<file path="config.mk">
export PLATFORM = sky130hd
export DESIGN_NAME = btn_reader
export DESIGN_NICKNAME = d
export VERILOG_FILES = /design/src/rtl/btn_reader_pkg.sv /design/src/rtl/btn_reader_debounce_ch.sv /design/src/rtl/btn_reader.sv
export SDC_FILE = /design/constraint.sdc
export NUM_CORES = 1
export LEC_CHECK = 0
export ABC_AREA = 0
export CAP_MARGIN = 10
export CORE_MARGIN = 2
export CORE_UTILIZATION = 59
export DETAILED_ROUTE_END_ITERATION = 8
export MAX_ROUTING_LAYER = met4
export PLACE_DENSITY = 0.86
export RECOVER_POWER = 50
export SLEW_MARGIN = 20
export SYNTH_ARGS = -nofsm -noshare
export SYNTH_HDL_FRONTEND = slang
export SYNTH_SLANG_ARGS = --single-unit
</file>
<file path="constraint.sdc">
create_clock -name CLK -period 3.6 [get_ports CLK]
set_input_delay 0.72 -clock CLK [delete_from_list [all_inputs] [get_ports CLK]]
set_output_delay 0.72 -clock CLK [all_outputs]
set_load 0.01 [all_outputs]
</file>
<file path="src/rtl/btn_reader_pkg.sv">
// Shared types and helpers for the push-button reader.
package btn_reader_pkg;

   // Per-channel debounce state encoding.
   typedef enum logic [2:0] {
      ST_IDLE     = 3'd0,
      ST_PRESS_DB = 3'd1,
      ST_HELD     = 3'd2,
      ST_RPT      = 3'd3,
      ST_REL_DB   = 3'd4
   } btn_state_e;

   // Largest of three cycle counts; sizes the per-channel counter check.
   function automatic int cyc_max3(input int a, input int b, input int c);
      int m;
      m = a;
      if (b > m) m = b;
      if (c > m) m = c;
      return m;
   endfunction

endpackage

</file>
<file path="src/rtl/btn_reader_debounce_ch.sv">
// One button channel: 2-flop synchroniser, debounce/hold/repeat FSM and
// registered level and pulse outputs.
module btn_reader_debounce_ch
   import btn_reader_pkg::*;
#(
   parameter int CNT_W        = 32,
   parameter int DEBOUNCE_CYC = 2_000_000,
   parameter int HOLD_CYC     = 50_000_000,
   parameter int REPEAT_CYC   = 25_000_000,
   parameter bit REPEAT_EN    = 1'b1
) (
   input  logic clk,
   input  logic rst_n,
   input  logic btn_raw,
   output logic level,
   output logic press,
   output logic rel,
   output logic rpt
);

   localparam logic [CNT_W-1:0] DB_LAST   = CNT_W'(DEBOUNCE_CYC - 1);
   localparam logic [CNT_W-1:0] HOLD_LAST = CNT_W'(HOLD_CYC - 1);
   localparam logic [CNT_W-1:0] RPT_LAST  = CNT_W'(REPEAT_CYC - 1);

   logic             sync1_q, sync1_d;
   logic             sync2_q, sync2_d;
   btn_state_e       state_q, state_d;
   logic [CNT_W-1:0] cnt_q, cnt_d;
   logic             level_q, level_d;
   logic             press_q, press_d;
   logic             rel_q, rel_d;
   logic             rpt_q, rpt_d;

   // Next-state, counter and pulse decode; the counter saturates so it can never wrap.
   always_comb begin
      sync1_d = btn_raw;
      sync2_d = sync1_q;
      state_d = state_q;
      cnt_d   = (&cnt_q) ? cnt_q : cnt_q + CNT_W'(1);
      level_d = level_q;
      press_d = 1'b0;
      rel_d   = 1'b0;
      rpt_d   = 1'b0;
      case (state_q)
         ST_IDLE: begin
            if (sync2_q) begin
               state_d = ST_PRESS_DB;
               cnt_d   = '0;
            end
         end
         ST_PRESS_DB: begin
            if (!sync2_q) begin
               state_d = ST_IDLE;
               cnt_d   = '0;
            end else if (cnt_q == DB_LAST) begin
               state_d = ST_HELD;
               cnt_d   = '0;
               level_d = 1'b1;
               press_d = 1'b1;
            end
         end
         ST_HELD: begin
            if (!sync2_q) begin
               state_d = ST_REL_DB;
               cnt_d   = '0;
            end else if (REPEAT_EN && (cnt_q == HOLD_LAST)) begin
               state_d = ST_RPT;
               cnt_d   = '0;
               rpt_d   = 1'b1;
            end
         end
         ST_RPT: begin
            if (!sync2_q) begin
               state_d = ST_REL_DB;
               cnt_d   = '0;
            end else if (cnt_q == RPT_LAST) begin
               cnt_d   = '0;
               rpt_d   = 1'b1;
            end
         end
         ST_REL_DB: begin
            // A bounce back high returns to HELD and restarts the hold timer.
            if (sync2_q) begin
               state_d = ST_HELD;
               cnt_d   = '0;
            end else if (cnt_q == DB_LAST) begin
               state_d = ST_IDLE;
               cnt_d   = '0;
               level_d = 1'b0;
               rel_d   = 1'b1;
            end
         end
         default: begin
            state_d = ST_IDLE;
            cnt_d   = '0;
            level_d = 1'b0;
         end
      endcase
   end

   // State, synchroniser and output registers with synchronous active-low reset.
   always_ff @(posedge clk) begin
      if (!rst_n) begin
         sync1_q <= 1'b0;
         sync2_q <= 1'b0;
         state_q <= ST_IDLE;
         cnt_q   <= '0;
         level_q <= 1'b0;
         press_q <= 1'b0;
         rel_q   <= 1'b0;
         rpt_q   <= 1'b0;
      end else begin
         sync1_q <= sync1_d;
         sync2_q <= sync2_d;
         state_q <= state_d;
         cnt_q   <= cnt_d;
         level_q <= level_d;
         press_q <= press_d;
         rel_q   <= rel_d;
         rpt_q   <= rpt_d;
      end
   end

   assign level = level_q;
   assign press = press_q;
   assign rel   = rel_q;
   assign rpt   = rpt_q;

endmodule

</file>
<file path="src/rtl/btn_reader.sv">
// N-channel push-button reader: one debounce channel per pin plus a
// registered "any activity" flag.
module btn_reader
   import btn_reader_pkg::*;
#(
   parameter int N_BTN        = 5,
   parameter int CNT_W        = 32,
   parameter int DEBOUNCE_CYC = 2_000_000,
   parameter int HOLD_CYC     = 50_000_000,
   parameter int REPEAT_CYC   = 25_000_000,
   parameter bit REPEAT_EN    = 1'b1
) (
   input  logic             CLK,
   input  logic             RST_N,
   input  logic [N_BTN-1:0] BTN,
   output logic [N_BTN-1:0] BTN_LEVEL,
   output logic [N_BTN-1:0] BTN_PRESS,
   output logic [N_BTN-1:0] BTN_RELEASE,
   output logic [N_BTN-1:0] BTN_REPEAT,
   output logic             BTN_ANY
);

   localparam int MAX_CYC = cyc_max3(DEBOUNCE_CYC, HOLD_CYC, REPEAT_CYC);

   if ((DEBOUNCE_CYC < 1) || (HOLD_CYC < 1) || (REPEAT_CYC < 1)) begin : g_bad_cyc
      $error("btn_reader: DEBOUNCE_CYC, HOLD_CYC and REPEAT_CYC must all be >= 1");
   end

   if ((CNT_W < 1) || ((longint'(MAX_CYC) >> CNT_W) != 0)) begin : g_bad_cnt_w
      $error("btn_reader: CNT_W too narrow for the largest cycle count");
   end

   logic [N_BTN-1:0] press_w;
   logic [N_BTN-1:0] rpt_w;
   logic             any_q, any_d;

   for (genvar g = 0; g < N_BTN; g++) begin : g_ch
      btn_reader_debounce_ch #(
         .CNT_W        (CNT_W),
         .DEBOUNCE_CYC (DEBOUNCE_CYC),
         .HOLD_CYC     (HOLD_CYC),
         .REPEAT_CYC   (REPEAT_CYC),
         .REPEAT_EN    (REPEAT_EN)
      ) u_ch (
         .clk     (CLK),
         .rst_n   (RST_N),
         .btn_raw (BTN[g]),
         .level   (BTN_LEVEL[g]),
         .press   (press_w[g]),
         .rel     (BTN_RELEASE[g]),
         .rpt     (rpt_w[g])
      );
   end

   // Any press or repeat on any channel, one cycle behind the channel pulses.
   always_comb begin
      any_d = |(press_w | rpt_w);
   end

   // Activity flag register.
   always_ff @(posedge CLK) begin
      if (!RST_N) begin
         any_q <= 1'b0;
      end else begin
         any_q <= any_d;
      end
   end

   assign BTN_PRESS  = press_w;
   assign BTN_REPEAT = rpt_w;
   assign BTN_ANY    = any_q;

endmodule

</file>
# Word level (Yosys, flattened, before mapping)
# Index checks and enable logic that the tools add are counted.
totals:
  regBits: 206
  out_inout_bits: 21
  elab_cells: 324
op_classes:
  n_addsub: 5
  eq_ne: 80
  mux: 150
  n_bitwise: 12
  n_reduce_logical: 36
op_table:
  columns: ["op", "n"]
  rows:
  - ["2-to-1 mux 32 bit", 45]
  - ["case mux 32 bit (5 select lines)", 5]
  - ["adder 32 x 1 -> 32 bit (second input constant)", 5]
  - ["equality test 32 x 21 -> 1 bit (second input constant)", 5]
  - ["equality test 32 x 25 -> 1 bit (second input constant)", 5]
  - ["equality test 32 x 26 -> 1 bit (second input constant)", 5]
  - ["AND reduction 32 bit", 5]
  - ["2-to-1 mux 3 bit", 40]
  - ["case mux 3 bit (5 select lines)", 5]
  - ["AND reduction 5 bit", 10]
  - ["2-to-1 mux 1 bit", 45]
  - ["inequality test 2 x 1 -> 1 bit (second input constant)", 20]
  - ["equality test 3 x 2 -> 1 bit (second input constant)", 10]
  - ["inequality test 3 bit (second input constant)", 10]
  - ["OR reduction 3 bit", 10]
  - ["inequality test 2 bit (second input constant)", 10]
  - ["equality test 3 x 1 -> 1 bit (second input constant)", 5]
  - ["equality test 3 bit (second input constant)", 5]
  - ["zero test 3 bit", 5]
  - ["inequality test 3 x 1 -> 1 bit (second input constant)", 5]
  - ["case mux 1 bit (3 select lines)", 5]
  - ["AND reduction 3 bit", 5]
  - ["inverter 1 bit", 11]
  - ["case mux 1 bit (2 select lines)", 5]
  - ["2 further kinds", 2]

# Depth between registers and ports, before layout
depth:
  word_depth: 5
  depth_mapped: 10

# By module
# From an unflattened synthesis, not the netlist that was laid out.
hier_totals:
  cells_unflattened: 1329
  area_unflattened_um2: 11469.8
by_module_without_submodules:
  columns: ["module", "n_inst", "cells_per_inst", "area_each_um2"]
  rows:
  - ["btn_reader_debounce_ch (g_ch[2].u_ch ...)", 2, 272, 2409.8]
  - ["btn_reader_debounce_ch (g_ch[0].u_ch ...)", 2, 267, 2265.9]
  - ["btn_reader_debounce_ch (g_ch[4].u_ch)", 1, 245, 2072.0]
  - ["btn_reader", 1, 6, 46.3]

# Least setup slack after synthesis
# OpenSTA, ideal clock, no wires.
synth_timing:
  kind: "register -> register"
  startpoint: "reg g_ch[2].u_ch.cnt_q[0]"
  endpoint: "reg g_ch[2].u_ch.cnt_q[0]"
  setup_time_ns: 0.115
  arrival_ns: 2.173
  t_required_ns: 3.485
  setup_slack_ns: 1.312
  stages_incl_launch_ff: 11
  path_buffers: 3
  cell_sequence: "dfxtp_1 > ha_1 > and3_1 > buf_2 > nand4_1 > or4_1 > clkbuf_1 > a21o_1 > a32oi_4 > buf_6 > nor2_1"
synth_via:
  elab_chain_cells: 5
  elab_cells_between_ends: 15
  cone_classes: "add/sub: 1; eq/ne: 3; mux: 10; reduce/logical: 1"
synth_rtl:
  columns: ["element", "line_no", "text"]
  rows:
  - ["start, declared", "btn_reader_debounce_ch.sv:28", "logic [CNT_W-1:0] cnt_q, cnt_d;"]
  - ["start signal, assigned", "btn_reader_debounce_ch.sv:116", "cnt_q <= cnt_d;"]
  - ["adder 32 x 1 -> 32 bit / AND reduction 32 bit (equally long branches)", "btn_reader_debounce_ch.sv:39", "cnt_d = (&cnt_q) ? cnt_q : cnt_q + CNT_W'(1);"]
  - ["2-to-1 mux 32 bit", "btn_reader_debounce_ch.sv:39", null]
  - ["2-to-1 mux 32 bit, on equally long branches (2 in series)", null, null]
  - ["case mux 32 bit (5 select lines) (*)", "btn_reader_debounce_ch.sv:44", "case (state_q)"]
# Every way passes the cells marked *; elsewhere a longest branch is shown, timed or not.
# A chain may end at the register's enable or synchronous reset.

# Final worst setup path
layout_timing:
  startpoint: "reg g_ch[2].u_ch.cnt_q[0]"
  endpoint: "reg g_ch[2].u_ch.cnt_q[20]"
# The elaborated chain is that of the path after synthesis.

==> impl_metrics.yaml <==
timing:
  final.setup_skew_ns: 0.01747
  worstMarginPinSlew_ns: 0.9670
  holdWs_ns: 0.4396
  clock.fmax_mhz: 345.7
  maxSlewHeadroom_pct: 34.98
  drv_slew: 0
  hold_violations: 0
  rsz0062_at_grt: "no"
  setup_violations: 0
  tns_ns: 0
  period_minus_slack_ns: 2.892
  timing.final.crit_share_pct: 80.35
synthesis:
  synthFlopType: "dfxtp_1"
  ys_seq_elements: 206
  ys_seq_area_share_pct: 39.20
  syn_inst: 1286
  ys_async_sr_fraction_pct: 0
  ys_warn_count: 0
  synth.distinct_cells: 76
  synth.largest_area_cell: "dfxtp_1"
  avgSynthCellArea_um2: 8.181
  synth_nets: 1298
  netlist_area_um2: 10520
  synth.top_cells.by_area: "dfxtp_1 (39%), nor2_1 (7.4%), xnor2_1 (5.9%)"
  yosys.area.top_type_share_pct: 39.20
  synth_edf_count: 0
critical_path:
  max_stage_delay_ns: 0.67
  cp.depth: 8
  ff2ff_path_depth: 8
  startpoint: "g_ch[2].u_ch.cnt_q[0]"
  cp-end-kind: "flop"
  critPathMaxFanout: 32
  cp.required_ns: 3.96
  cp_slowest_cell: "or4_1"
  timing.rr.end: "g_ch[2].u_ch.cnt_q[20]"
  cp_top_family: "simple AND/OR/NAND/NOR gates"
  rrSetupSlack_ns: 0.71
  cp_data_arrival_time_ns: 3.25
  critPathLaunchType: "flop"
  crit_path_end: "g_ch[2].u_ch.cnt_q[20]"
  path_buf_inv: 1
  worst-setup-path-type: "flop to flop"
  r2r_start: "g_ch[2].u_ch.cnt_q[0]"
  path_cells: "ha_1 > and3_1 > nand4_1 > or4_1 > a21o_1 > a32oi_4 > clkbuf_2 > nor2_1"
hold_path:
  hold_class: "flop to flop"
clock_tree:
  cts_resized: 0
  clk_path_buf_depth: 3
  cts.clk_slew.worst_paths_ns: 0.06
  post_cts_buffers: 0
  cts_made_buffers: 23
  cts_hold_buf: 0
  cts_tree: "built"
  clkLatencyLatePin_ns: 0.51
  cts_max_level: 1
  cts-root-buf: "clkbuf_16"
  clock-sinks: 206
drt:
  viasPerCell: 6.187
  ant_nets: 0
  first_pass_iters: 5
  wl_um: 23430
  wl_per_cell_um: 15.52
  drtIter0Drc: 893
  vias: 9336
  route.detailed.drc: 0
grt:
  gr-total-overflow: 0
  antenna_found_initial: 0
  grt_pass1_wl_um: 38390
  grt_pass1_vias: 8374
  grt_start_max_net_pins: 33
  grt_usage_pct: 24.94
pwr:
  powerDensity_nw_per_um2: 412.5
  leakagePower_nw: 3.680
  ir_worst_vdd_mv: 0.3782
floorplan:
  start_util_pct: 60.62
  dieArea_um2: 18920
  rows: 48
  ios: 28
  die_w_um: 137.5
  core_um2: 17360
  die_h_um: 137.5
placement:
  place_area_um2: 10720
  dp_hpwl_um: 15740
  gp_congestion: 0.9716
  portBuffers: 27
final_layout:
  num_antenna_cells: 0
  finalNetCount: 1284
  final_util_pct: 65.83
  area_delta_synth_final_pct: 8.598
  final_area_um2: 11430
  drive_above_1_share_pct: 4.907
outcome:
  outcome: "completed"
run:
  max_cap_viol_count: 0
==> routing by layer <==
layer / vias up / global-route usage (%) / part of all wire, % / wire (um)
met5: - / - / 0 / 0
met4: 0 / 9.565 / 2.6 / 603
met3: 57 / 3.716 / 6.5 / 1518
met2: 347 / 39.66 / 47 / 10920
met1: 4400 / 32.14 / 44 / 10390
li1: 4532 / - / - / -
==> synthesized netlist by cell type, drive strengths merged (17+ instances only) <==
cell,number
nand3,80
nor2,209
and3,37
nand2,97
a21oi,31
nor3,57
nor4b,17
nand4,73
or3,18
buf,41
xor2,64
o21ai,24
nor4,49
clkbuf,37
and4,19
inv,18
xnor2,71
dfxtp,206
and2,23
==> worst min path at each step <==
| stage | startpoint | endpoint | slack [ns] | depth (start not counted) |
|---|---|---|---|---|
| after floorplan | g_ch[0].u_ch.sync1_q | g_ch[0].u_ch.sync2_q | 0.41 | 1 |
| after global placement | g_ch[3].u_ch.sync1_q | g_ch[3].u_ch.sync2_q | 0.42 | 1 |
| after detailed placement | g_ch[0].u_ch.sync1_q | g_ch[0].u_ch.sync2_q | 0.43 | 1 |
| after CTS | g_ch[0].u_ch.sync1_q | g_ch[0].u_ch.sync2_q | 0.44 | 1 |
| after global routing | g_ch[4].u_ch.sync1_q | g_ch[4].u_ch.sync2_q | 0.45 | 1 |
| final | g_ch[0].u_ch.sync1_q | g_ch[0].u_ch.sync2_q | 0.44 | 1 |
==> cell type report <==
type	count	area (um2)
clock buffers	30	641.9
clock inverters	7	85.08
fillers	1431	5931
inverters	19	71.32
multi-input cells	983	5882
flip-flops and latches	206	4124
well taps	225	281.5
repair buffers	39	340.3
==> registers in the layout, summed over array words and instances (netlist names) <==
name	flops
g_ch.u_ch.cnt_q	160
g_ch.u_ch.rel	5
g_ch.u_ch.sync1_q	5
BTN_ANY	1
g_ch.u_ch.press	5
g_ch.u_ch.state_q	15
g_ch.u_ch.rpt	5
g_ch.u_ch.level	5
g_ch.u_ch.sync2_q	5
==> cell families after synthesis <==
group / count (synthesis) / share of synthesized area [%]
simple gates: 733 / 36.63
flops: 206 / 39.20
xor+xnor: 135 / 11.24
compound gates: 107 / 7.064
buf+inv: 97 / 4.995
fa+ha+maj: 5 / 0.5946
mux: 3 / 0.2854
==> layout by cell type, fill, tap and decap left out, types with 16 or more instances in the layout <==
| master | Yosys | routed |
|---|---|---|
| nor2_1 | 208 | 208 |
| dfxtp_1 | 206 | 206 |
| nand2_1 | 97 | 97 |
| nand3_1 | 80 | 80 |
| nand4_1 | 73 | 73 |
| xnor2_1 | 71 | 71 |
| xor2_1 | 64 | 64 |
| nor3_1 | 57 | 57 |
| nor4_1 | 46 | 46 |
| and3_1 | 35 | 35 |
| a21oi_1 | 31 | 31 |
| o21ai_0 | 23 | 23 |
| clkbuf_16 | 0 | 23 |
| dlygate4sd3_1 | 0 | 22 |
| and2_1 | 23 | 19 |
| and4_1 | 18 | 18 |
| inv_1 | 18 | 18 |
| nor4b_1 | 17 | 17 |
| or3_1 | 16 | 16 |
==> power breakdown <==
group	leakage (nW)	switching (mW)	internal [mW]	total, mW
clock network	0.364	0.887	1.38	2.27
logic	1.65	0.0752	0.0426	0.118
registers	1.66	0.0231	2.30	2.32
==> per-stage QoR <==
| step | cells | power (mW) | setup WS (ns) |
|---|---|---|---|
| after global routing | 1509 | 4.852 | 0.5149 |
| after floorplan | 1286 | 2.464 | 1.312 |
| final | 1509 | 4.713 | 0.7075 |
| after detailed placement | 1472 | 2.494 | 0.8125 |
| after global placement | 1472 | 2.488 | 0.8631 |
| after CTS | 1509 | 4.741 | 0.7784 |
Power figures use the tool's default switching activity.
